File: config.mk
export PLATFORM = sky130hd
export DESIGN_NAME = uart_tx_param
export DESIGN_NICKNAME = d
export VERILOG_FILES = /design/src/rtl/uart_tx_param.sv
export SDC_FILE = /design/constraint.sdc
export NUM_CORES = 1
export LEC_CHECK = 0
export BUFFER_PORTS_ARGS = -buffer_cell sky130_fd_sc_hd__buf_2
export CORE_MARGIN = 10
export CORE_UTILIZATION = 55
export DETAILED_ROUTE_END_ITERATION = 8
export PLACE_DENSITY = 0.89
export SETUP_SLACK_MARGIN = 0.4
export SYNTH_ARGS = -nofsm -noshare
export SYNTH_HDL_FRONTEND = slang
export SYNTH_SLANG_ARGS = --single-unit
File: constraint.sdc
create_clock -name clk -period 3.2 [get_ports clk]
set_input_delay 0.32 -clock clk [delete_from_list [all_inputs] [get_ports clk]]
set_output_delay 0.32 -clock clk [all_outputs]
set_load 0.1 [all_outputs]
File: src/rtl/uart_tx_param.sv
// Parametrised UART transmitter: configurable data width, internal baud divider,
// optional even/odd parity and one or two stop bits, fed by a valid/ready handshake.
module uart_tx_param #(
  parameter int DATA_BITS    = 8,
  parameter int CLKS_PER_BIT = 16,
  parameter int PARITY       = 0,
  parameter int STOP_BITS    = 1
) (
  input  logic                 clk,
  input  logic                 rst_n,
  input  logic                 ce,
  input  logic [DATA_BITS-1:0] tx_data,
  input  logic                 tx_valid,
  output logic                 tx_ready,
  output logic                 ser_out,
  output logic                 busy,
  output logic [2:0]           state
);

  typedef enum logic [2:0] {
    ST_IDLE   = 3'd0,
    ST_START  = 3'd1,
    ST_DATA   = 3'd2,
    ST_PARITY = 3'd3,
    ST_STOP   = 3'd4
  } state_t;

  localparam int                CNT_W     = (CLKS_PER_BIT > 1) ? $clog2(CLKS_PER_BIT) : 1;
  localparam logic [CNT_W-1:0]  CNT_LAST  = CNT_W'(CLKS_PER_BIT - 1);
  localparam logic [3:0]        DATA_LAST = 4'(DATA_BITS - 1);
  localparam logic [3:0]        STOP_LAST = 4'(STOP_BITS - 1);
  localparam bit                PARAMS_OK = (DATA_BITS >= 5) && (DATA_BITS <= 9) &&
                                            (CLKS_PER_BIT >= 1) &&
                                            (PARITY >= 0) && (PARITY <= 2) &&
                                            (STOP_BITS == 1 || STOP_BITS == 2);

  state_t               state_q;
  logic [CNT_W-1:0]     baud_cnt;
  logic [3:0]           bit_idx;
  logic [DATA_BITS-1:0] shift_reg;
  logic                 parity_bit;
  logic                 ser_out_q;
  logic                 busy_q;
  logic                 accept;
  logic                 bit_end;
  logic                 parity_calc;

  // NOTE: tx_ready is deliberately combinational from registered state and ce so a
  // source can be accepted in the first cycle the block returns to idle.
  assign tx_ready = (state_q == ST_IDLE) && !ce;
  assign accept   = tx_valid && tx_ready;
  assign bit_end  = (baud_cnt == CNT_LAST);

  always_comb begin
    parity_calc = ^tx_data;
    if (PARITY == 2) parity_calc = ~^tx_data;
  end

  // NOTE: sequential state uses non-blocking assignments only, and every register,
  // including the shift register, is cleared by the asynchronous reset so an aborted
  // frame leaves no residue and ser_out returns high without a low glitch.
  always_ff @(posedge clk or negedge rst_n) begin
    if (!rst_n) begin
      state_q    <= ST_IDLE;
      baud_cnt   <= '0;
      bit_idx    <= '0;
      shift_reg  <= '0;
      parity_bit <= 1'b0;
      ser_out_q  <= 1'b1;
      busy_q     <= 1'b0;
    end else if (state_q == ST_IDLE) begin
      baud_cnt <= '0;
      bit_idx  <= '0;
      if (accept) begin
        shift_reg  <= tx_data;
        parity_bit <= parity_calc;
        state_q    <= ST_START;
        ser_out_q  <= 1'b0;
        busy_q     <= 1'b1;
      end
    end else if (!bit_end) begin
      baud_cnt <= baud_cnt + 1'b1;
    end else begin
      // Bit boundary: counter wraps and the next bit value is launched on ser_out.
      baud_cnt <= '0;
      case (state_q)
        ST_START: begin
          state_q   <= ST_DATA;
          bit_idx   <= '0;
          ser_out_q <= shift_reg[0];
        end
        ST_DATA: begin
          if (bit_idx == DATA_LAST) begin
            bit_idx <= '0;
            if (PARITY != 0) begin
              state_q   <= ST_PARITY;
              ser_out_q <= parity_bit;
            end else begin
              state_q   <= ST_STOP;
              ser_out_q <= 1'b1;
            end
          end else begin
            bit_idx   <= bit_idx + 1'b1;
            shift_reg <= shift_reg >> 1;
            ser_out_q <= shift_reg[1];
          end
        end
        ST_PARITY: begin
          state_q   <= ST_STOP;
          bit_idx   <= '0;
          ser_out_q <= 1'b1;
        end
        ST_STOP: begin
          if (bit_idx == STOP_LAST) begin
            state_q <= ST_IDLE;
            bit_idx <= '0;
            busy_q  <= 1'b0;
          end else begin
            bit_idx <= bit_idx + 1'b1;
          end
        end
        default: begin
          state_q   <= ST_IDLE;
          bit_idx   <= '0;
          ser_out_q <= 1'b1;
          busy_q    <= 1'b0;
        end
      endcase
    end
  end

  assign ser_out = ser_out_q;
  assign busy    = busy_q;
  assign state   = state_q;

  param_legal: assert property (@(posedge clk) PARAMS_OK);

endmodule

==> results.json, run 1 <==
{
  "cp.required_ns": 3.38,
  "routed_wl_mm": 2.17,
  "end_kind": "flip-flop",
  "register_area_um2": 527,
  "crit_start": "baud_cnt[0]",
  "vias": 875,
  "antenna_found_initial": 0,
  "holdCritPathClass": "input pin to flip-flop",
  "pre_cts_slack_ns": 0.895,
  "tritoncts": "done",
  "htree_levels": 1,
  "path_class": "flip-flop to flip-flop",
  "fin_skew_ns": 0.00788,
  "postRouteAntennaNets": 0,
  "clk_pin_slew_ns": 0.12,
  "power.density_mw_per_mm2": 315,
  "die_w_um": 65.7,
  "vias_per_cell": 5.40,
  "drt-pass1-iter-count": 4,
  "grtUsageTotal": 0.111,
  "nets": 151,
  "max_freq_mhz": 433,
  "status": "complete, no violations",
  "synthesis.nets": 132,
  "fin_tns_setup_ns": 0,
  "diodes": 0,
  "reg2reg_from": "baud_cnt[0]",
  "synthFlopType": "dfrtp_1",
  "clk_path_buf_depth": 2,
  "wire_per_inst_um": 13.4,
  "area_growth_syn_to_layout_pct": 11.7,
  "hpwlAfterDp_mm": 1.69,
  "ys_ff_latch": 21,
  "root_buffer": "clkbuf_4",
  "place_inst": 157,
  "clk_latency_ns": 0.29,
  "cts_resized": 0,
  "r2r-end": "shift_reg[5]",
  "mostFrequentLayoutCell": "nand2_1",
  "syn_area_mm2": 0.00115,
  "cts_buffers": 3,
  "drcViolationCount": 0,
  "die_area_mm2": 0.00432,
  "grt_max_degree": 22,
  "place_congestion": 0.760,
  "cts.sinks": 21,
  "final.min_clock_period_ns": 2.31,
  "ys.warnings.count": 0,
  "multi_input_area_um2": 574,
  "reg2regPathDepth": 5,
  "fin_ws_ns": 0.890,
  "rrSetupSlack_ns": 0.89,
  "fill_cells": 160,
  "drive_gt1_frac": 0.281,
  "avgSynthCellArea_um2": 9.82,
  "utilization": 0.647,
  "post-route-period-util": 0.722,
  "worstSetupEndpoint": "shift_reg[5]",
  "drt_iter0_drc": 26,
  "worstPathMaxFanout": 11,
  "drv_cap": 0,
  "finalMaxSlewViolations": 0,
  "overflow": 0,
  "io_buffers": 17,
  "io_pins": 18,
  "peakVddDrop_uv": 216,
  "core.rowCount": 16,
  "final-instance-count-excl-fill": 162,
  "min_from": "tx_data[7]",
  "grt_pass1_vias": 932,
  "synth_edf_count": 0,
  "ys_types": 35,
  "postSynthCellCount": 117,
  "final-hold-violation-count": 0,
  "layout_common_cells": "nand2_1 (26), dfrtp_1 (20), buf_2 (17), mux2_2 (9), nor2_1 (8)",
  "setup_viol": 0,
  "cp.arrival_ns": 2.49,
  "cts_setup_buffers": 0,
  "core-area_mm2": 0.00198,
  "leakage_uw": 0.000608,
  "die_h_um": 65.7,
  "async_flop_share": 1.00,
  "largest_register_ffs": 8,
  "synth_seq_area_share": 0.459,
  "hold_ws_ns": 0.261,
  "maxSlewHeadroom": 0.607,
  "cp-start-kind": "flip-flop",
  "rsz0062_at_grt": "no",
  "worst_slew_pin_slew_ns": 0.589,
  "initial_core_util": 0.580,
  "grt_pass1_wl_mm": 3.92
}
[area by class of cell]
class,instances,area share
clock buffers,4,0.0205
repair buffers,19,0.0800
inverters,5,0.0146
flip-flops and latches,21,0.411
multi-input cells,86,0.448
well taps,27,0.0263
[stage by stage]
step	total power (µW)	area, µm²
floorplan	271	1150
global placement	283	1250
detailed placement	284	1250
CTS	407	1280
global route	423	1280
finish	404	1280
[routing by layer]
| metal | vias to the layer above | global-route usage | wire [µm] |
|---|---|---|---|
| met5 | - | 0 | 0 |
| met4 | 0 | 0.0321 | 16 |
| met3 | 2 | 0.0356 | 92 |
| met2 | 15 | 0.203 | 1100 |
| met1 | 421 | 0.118 | 959 |
| li1 | 437 | - | - |
[report_power, final]
group / internal, µW / switching [µW] / total [µW]
Sequential: 265 / 0 / 265
Clock: 48.4 / 76.8 / 125
Combinational: 6.21 / 7.45 / 13.7
[synth_stat cells, types with 2 or more instances]
master     instances  share of area
nor3_1             2         0.0087
a21oi_1            5          0.022
nand2_1           26          0.085
clkbuf_1           2         0.0065
nor2_1             9          0.029
and3_1             3          0.016
o21ai_0            3          0.013
nor3b_1            3          0.020
mux2_2             9          0.088
or3_1              2          0.011
ha_1               3          0.033
nand3_1            2         0.0087
inv_1              5          0.016
nand3b_1           2          0.013
dfrtp_1           20           0.44
a2bb2oi_1          2          0.015
[cells by family (layout without fill, tap and decap cells)]
| logic type | Yosys count | count (layout) | synth area share |
|---|---|---|---|
| buf+inv | 10 | 28 | 0.0436 |
| fa+ha+maj | 3 | 3 | 0.0327 |
| xor+xnor | 1 | 1 | 0.00763 |
| mux | 9 | 9 | 0.0882 |
| compound gates | 18 | 18 | 0.122 |
| flops | 21 | 21 | 0.459 |
| simple gates | 55 | 55 | 0.247 |
[worst max-delay path: stages (launching register included)]
cell and delay (ns):
dfrtp_1 0.41, ha_1 0.24, and3_1 0.39, nand2_2 0.13, a2111oi_4 0.63, mux2_2 0.41
[what timing repair did]
item,4_1_cts,5_1_grt
hold buffers,1,0
setup endpoints to repair,0,0
endpoints found under the hold margin,20,0
[how the worst min path moves through the flow]
| stage | depth (start not counted) | end |
|---|---|---|
| 3_5_place_dp | 1 | bit_idx[1] |
| 4_1_cts | 3 | shift_reg[7] |
| 3_3_place_gp | 1 | bit_idx[0] |
| 5_1_grt | 3 | shift_reg[7] |
| 6_report | 3 | shift_reg[7] |
| 2_1_floorplan | 0 | baud_cnt[0] |
No activity file was read; power rests on OpenSTA's default activity.
==> run 2, diff against run 1 <==
--- a/config.mk
+++ b/config.mk
@@ -7,9 +7,9 @@
 export LEC_CHECK = 0
 export BUFFER_PORTS_ARGS = -buffer_cell sky130_fd_sc_hd__buf_2
 export CORE_MARGIN = 10
-export CORE_UTILIZATION = 55
+export CORE_UTILIZATION = 49
 export DETAILED_ROUTE_END_ITERATION = 8
-export PLACE_DENSITY = 0.89
+export PLACE_DENSITY = 0.84
 export SETUP_SLACK_MARGIN = 0.4
 export SYNTH_ARGS = -nofsm -noshare
 export SYNTH_HDL_FRONTEND = slang
==> constraint.sdc (replaced) <==
create_clock -name clk -period 2 [get_ports clk]
set_input_delay 0.2 -clock clk [delete_from_list [all_inputs] [get_ports clk]]
set_output_delay 0.2 -clock clk [all_outputs]
set_load 0.1 [all_outputs]
==> run 2 against run 1 <==
Clock power grew 60%. Wire length grew 32%. Register-to-register slack lost 0.74 ns. Sequential share of layout area shrank 6.6 points. Final cell count grew 12%. Count of clock-buffer cells in the layout is the same. Non-clock buffer count grew 19. Sequential power grew 60%. Critical endpoint is now tx_ready.
==> results.json, run 2 (synthesis gave the netlist of run 1 again) <==
{
  "p_int_uw": 512,
  "clk_pin_slew_ns": 0.12,
  "die_area_mm2": 0.00468,
  "reg2reg_from": "state[2]",
  "hold_depth": 3,
  "max_freq_mhz": 540,
  "peakVddDrop_uv": 346,
  "drt_iter0_drc": 59,
  "vias": 1006,
  "mostFrequentLayoutCell": "nand2_1",
  "multi_input_area_um2": 666,
  "routed_wl_mm": 2.88,
  "p_switching_uw": 135,
  "pwr-share-comb": 0.036,
  "rrSetupSlack_ns": 0.15,
  "postRouteAntennaNets": 0,
  "drv_cap": 0,
  "final.min_clock_period_ns": 1.85,
  "tritoncts": "done",
  "post-route-period-util": 0.926,
  "clk_latency_ns": 0.30,
  "fin_tns_setup_ns": 0,
  "worstPathMaxFanout": 8,
  "core-area_mm2": 0.00221,
  "final-hold-violation-count": 0,
  "cts.sinks": 21,
  "io_pins": 18,
  "hpwlAfterDp_mm": 1.87,
  "die_w_um": 68.4,
  "diodes": 0,
  "overflow": 0,
  "power.density_mw_per_mm2": 416,
  "pre_cts_slack_ns": 0.0832,
  "layout_common_cells": "nand2_1 (26), dfrtp_1 (17), buf_4 (17), buf_2 (15), nor2_1 (7)",
  "core.rowCount": 17,
  "grt_pass1_wl_mm": 4.84,
  "leakage_uw": 0.000735,
  "cp.arrival_ns": 1.65,
  "grt_max_degree": 22,
  "switching_share": 0.209,
  "area_growth_syn_to_layout_pct": 35.4,
  "vias_per_cell": 5.53,
  "fin_skew_ns": 0.00867,
  "fin_area_mm2": 0.00156,
  "die_h_um": 68.4,
  "htree_levels": 1,
  "utilization": 0.703,
  "worst_slew_pin_slew_ns": 0.483,
  "nets": 170,
  "drt-pass1-iter-count": 4,
  "grt_pass1_vias": 1094,
  "cp-start-kind": "flip-flop",
  "final-instance-count-excl-fill": 182,
  "status": "complete, no violations",
  "holdCritPathClass": "input pin to flip-flop",
  "setup_viol": 0,
  "reg2regPathDepth": 5,
  "place_congestion": 0.798,
  "fill_cells": 179,
  "end_kind": "output pin",
  "maxSlewHeadroom": 0.678,
  "clk_path_buf_depth": 2,
  "root_buffer": "clkbuf_4",
  "antenna_found_initial": 0,
  "wire_per_inst_um": 15.8,
  "io_buffers": 17,
  "largest_register_ffs": 8,
  "drive_gt1_frac": 0.442,
  "clockPowerShare": 0.309,
  "hold_end": "shift_reg[7]",
  "r2r-end": "shift_reg[6]",
  "grtUsageTotal": 0.131,
  "finalMaxSlewViolations": 0,
  "path_class": "flip-flop to output pin",
  "placed_area_mm2": 0.00132,
  "drcViolationCount": 0,
  "initial_core_util": 0.519,
  "cts_buffers": 3,
  "cp.required_ns": 1.80,
  "place_inst": 164,
  "power_frac_seq": 0.656,
  "rsz0062_at_grt": "yes",
  "register_area_um2": 536,
  "fin_ws_ns": 0.149,
  "min_from": "tx_data[7]"
}
## run 2: cell types whose count changed in the layout (fill, tap and decap cells not counted), moves of 3 or more
cell	previous run	this run
buf_4	1	17
mux2_2	9	4
buf_6	0	3
mux2_4	0	5
dfrtp_1	20	17
## run 2: cell type report
class	instances	share of cell area
multi-input combinational	86	0.428
sequential	21	0.344
timing repair buffer	38	0.176
tap	28	0.0225
clock buffer	4	0.0169
inverter	5	0.0121
## run 2: layer usage
metal,global-route usage,vias to the layer above,routed length (µm)
met5,0,-,0
met1,0.157,493,1220
li1,-,478,-
met3,0.0359,4,188
met4,0.0377,0,27
met2,0.224,31,1440
## run 2: how the worst max path moves through the flow
stage	from	to	slack, ns
detailed placement	bit_idx[0]	state[2]	0.08
finish	state[2]	tx_ready	0.15
CTS	state[2]	tx_ready	0.14
floorplan	state[0]	shift_reg[0]	-0.25
global route	state[2]	shift_reg[3]	0.08
global placement	bit_idx[0]	shift_reg[4]	0.14
## run 2: timing repair
| item | 4_1_cts | 5_1_grt |
|---|---|---|
| endpoints found under the hold margin | 20 | 0 |
| setup endpoints to repair | 14 | 14 |
| buffers inserted | 11 | 2 |
| hold buffers | 1 | 0 |
| pin swaps | 5 | 1 |
| gates resized for setup | 17 | 4 |
## run 2: metrics by stage
stage,hold WS (ns),power [µW]
2_1_floorplan,-0.0956,434
6_report,0.160,647
5_1_grt,0.132,686
4_1_cts,0.140,655
3_3_place_gp,0.176,454
3_5_place_dp,0.185,454
## run 2: critical path, cell delays in order, from the launching register on
cell	delay, ns
dfrtp_4	0.52
or3_4	0.41
buf_6	0.15
nor2_4	0.10
buf_12	0.18
## run 2: power groups by stage
stage	combinational, µW	clock [µW]	sequential [µW]
6_report	23.2	200	424
5_1_grt	26.7	234	425
4_1_cts	23.3	208	425
3_5_place_dp	21.7	0	433
3_3_place_gp	21.3	0	433
2_1_floorplan	1.50	0	433
==> run 3, diff against run 2 <==
--- a/config.mk
+++ b/config.mk
@@ -5,11 +5,12 @@
 export SDC_FILE = /design/constraint.sdc
 export NUM_CORES = 1
 export LEC_CHECK = 0
+export ABC_AREA = 1
 export BUFFER_PORTS_ARGS = -buffer_cell sky130_fd_sc_hd__buf_2
 export CORE_MARGIN = 10
-export CORE_UTILIZATION = 49
+export CORE_UTILIZATION = 50
 export DETAILED_ROUTE_END_ITERATION = 8
-export PLACE_DENSITY = 0.84
+export PLACE_DENSITY = 0.85
 export SETUP_SLACK_MARGIN = 0.4
 export SYNTH_ARGS = -nofsm -noshare
 export SYNTH_HDL_FRONTEND = slang
==> constraint.sdc (replaced) <==
create_clock -name clk -period 1.7 [get_ports clk]
set_input_delay 0.17 -clock clk [delete_from_list [all_inputs] [get_ports clk]]
set_output_delay 0.17 -clock clk [all_outputs]
set_load 0.1 [all_outputs]
==> run 3 against run 2 <==
Combinational power rose to 83 times the previous value. Synthesized cell count rose by 32%. Sequential power rose by 95%. Critical path depth did not move. Core utilization rose by 4.6 points. Global-route usage rose by 1.9 points. Final cell count rose by 19%. Area after synthesis rose by 3.1%. Register-to-register slack barely moved. Setup slack improved by 0.0064 ns. First-iteration DRC count rose by 49%.
==> results.json, run 3 <==
{
  "status": "complete, no violations",
  "cp.arrival_ns": 1.37,
  "maxSlewHeadroom": 0.679,
  "synthesis.nets": 170,
  "htree_levels": 1,
  "rsz0062_at_grt": "yes",
  "area_growth_syn_to_layout_pct": 41.3,
  "cp-start-kind": "flip-flop",
  "core.rowCount": 17,
  "fin_skew_ns": 0.00355,
  "place_congestion": 0.797,
  "vias_per_cell": 5.35,
  "layout_common_cells": "nand2_1 (53), nand3_1 (17), dfrtp_1 (17), buf_2 (11)",
  "largest_register_ffs": 8,
  "synthMuxAreaShare": 0,
  "die_area_mm2": 0.00471,
  "synth_compound_area_frac": 0.0455,
  "yosysTopAreaCellShare": 0.423,
  "overflow": 0,
  "postSynthCellCount": 155,
  "core-area_mm2": 0.00223,
  "ys.warnings.count": 0,
  "place_inst": 198,
  "hpwlAfterDp_mm": 2.03,
  "end_kind": "output pin",
  "initial_core_util": 0.530,
  "final-hold-violation-count": 0,
  "final-instance-count-excl-fill": 217,
  "path_class": "flip-flop to output pin",
  "clk_latency_ns": 0.31,
  "drt_iter0_drc": 88,
  "fill_cells": 154,
  "cts.sinks": 21,
  "grt_max_degree": 22,
  "root_buffer": "clkbuf_4",
  "io_pins": 18,
  "grt_pass1_vias": 1164,
  "grt_pass1_wl_mm": 5.37,
  "worst_slew_pin_slew_ns": 0.482,
  "post-route-period-util": 0.909,
  "cts_buffers": 3,
  "synthAdderAreaFrac": 0.0317,
  "clk_path_buf_depth": 2,
  "postRouteAntennaNets": 0,
  "max_freq_mhz": 647,
  "ys_top_cells_by_count": "nand2_1 (60), dfrtp_1 (20), nand3_1 (19)",
  "peakVddDrop_uv": 1290,
  "synth_top_family_by_area": "simple AND/OR/NAND/NOR gates",
  "cp.required_ns": 1.53,
  "synth_xor_xnor_area_share": 0.0148,
  "drv_cap": 0,
  "nets": 205,
  "leakage_uw": 0.000850,
  "ys_types": 19,
  "syn_area_mm2": 0.00118,
  "drcViolationCount": 0,
  "diodes": 0,
  "synthFlopType": "dfrtp_1",
  "holdCritPathClass": "input pin to flip-flop",
  "vias": 1162,
  "io_buffers": 17,
  "drt-pass1-iter-count": 4,
  "routed_wl_mm": 3.53,
  "final.min_clock_period_ns": 1.54,
  "antenna_found_initial": 0,
  "die_w_um": 68.7,
  "drive_gt1_frac": 0.402,
  "synth_seq_area_share": 0.445,
  "finalMaxSlewViolations": 0,
  "worstPathMaxFanout": 3,
  "setup_viol": 0,
  "grtUsageTotal": 0.150,
  "tritoncts": "done",
  "mostFrequentLayoutCell": "nand2_1",
  "die_h_um": 68.7,
  "power.density_mw_per_mm2": 1790,
  "yosysMostFrequentCell": "nand2_1",
  "wire_per_inst_um": 16.3,
  "synth_edf_count": 0,
  "synth_area_leaders": "dfrtp_1 (42%), nand2_1 (19%), nand3_1 (8.0%)",
  "async_flop_share": 1.00,
  "ys_ff_latch": 21,
  "synth_area_leader_cell": "dfrtp_1",
  "placed_area_mm2": 0.00133,
  "clk_pin_slew_ns": 0.12,
  "avgSynthCellArea_um2": 7.64,
  "synth-simple-area-share": 0.393,
  "fin_area_mm2": 0.00167
}
==> run 3: stage by stage <==
stage / setup TNS (ns) / power, µW / util / hold WS, ns / setup slack [ns]
2_1_floorplan: -0.188 / 1870 / - / -0.126 / -0.147
3_3_place_gp: 0 / 2070 / 0.594 / 0.147 / 0.215
3_5_place_dp: 0 / 2110 / 0.594 / 0.152 / 0.191
4_1_cts: 0 / 2660 / 0.681 / 0.0873 / 0.167
5_1_grt: 0 / 3180 / 0.749 / 0.0835 / 0.0789
6_report: 0 / 3000 / 0.749 / 0.0862 / 0.155
==> run 3: final cells by class <==
class,count,area [µm²],share of cell area
clock buffers,4,26.3,0.0157
inverters,16,72.6,0.0434
multi-input cells,117,729,0.436
flip-flops and latches,21,538,0.322
well taps,28,35.0,0.0209
repair buffers,31,272,0.162
==> run 3: worst paths after layout <==
kind / depth (start not counted) / to / slack [ns] / startpoint
worst min-delay path: 3 / shift_reg[7] / 0.09 / tx_data[7]
worst min register to register: 2 / shift_reg[4] / 0.49 / shift_reg[4]
worst max register to register: 8 / shift_reg[2] / 0.16 / state[0]
worst max-delay path: 4 / tx_ready / 0.16 / state[0]
max in group asynchronous: 2 / state[0] / 0.99 / rst_n
min in group asynchronous: 2 / bit_idx[3] / 0.35 / rst_n
==> run 3: report_power, final <==
group | internal (µW) | total (µW) | switching [µW] | leakage [µW]
Combinational | 700 | 1920 | 1220 | 0.000573
Sequential | 687 | 825 | 139 | 0.000263
Clock | 91.6 | 246 | 155 | 0.0000150
==> run 3: routing by layer <==
layer  share of wire  GRT usage  routed length (µm)
met5               0          0                   0
met4           0.018      0.111                  63
met3           0.044     0.0322                 154
met1            0.41      0.167                1450
met2            0.53      0.247                1870
==> run 3: logic make-up after synthesis <==
group / after synthesis
buffers and inverters: 18
AND/OR/NAND/NOR: 101
adder cells (fa/ha/maj): 3
flip-flops: 21
AO/OA/AOI/OAI: 10
XOR/XNOR: 2
==> run 3: what timing repair did <==
item / 4_1_cts / 5_1_grt
hold endpoints to repair: 20 / 0
hold buffers: 1 / 0
endpoints found under the setup margin: 21 / 26
buffers inserted: 7 / 6
gates cloned: 1 / 0
gates resized for setup: 21 / 37
pin swaps: 4 / 10
==> run 3: critical path: stages (launching register included) <==
cell and delay (ns):
dfrtp_4 0.51, nor2_4 0.19, nand2_8 0.07, nor2_4 0.11, buf_12 0.18
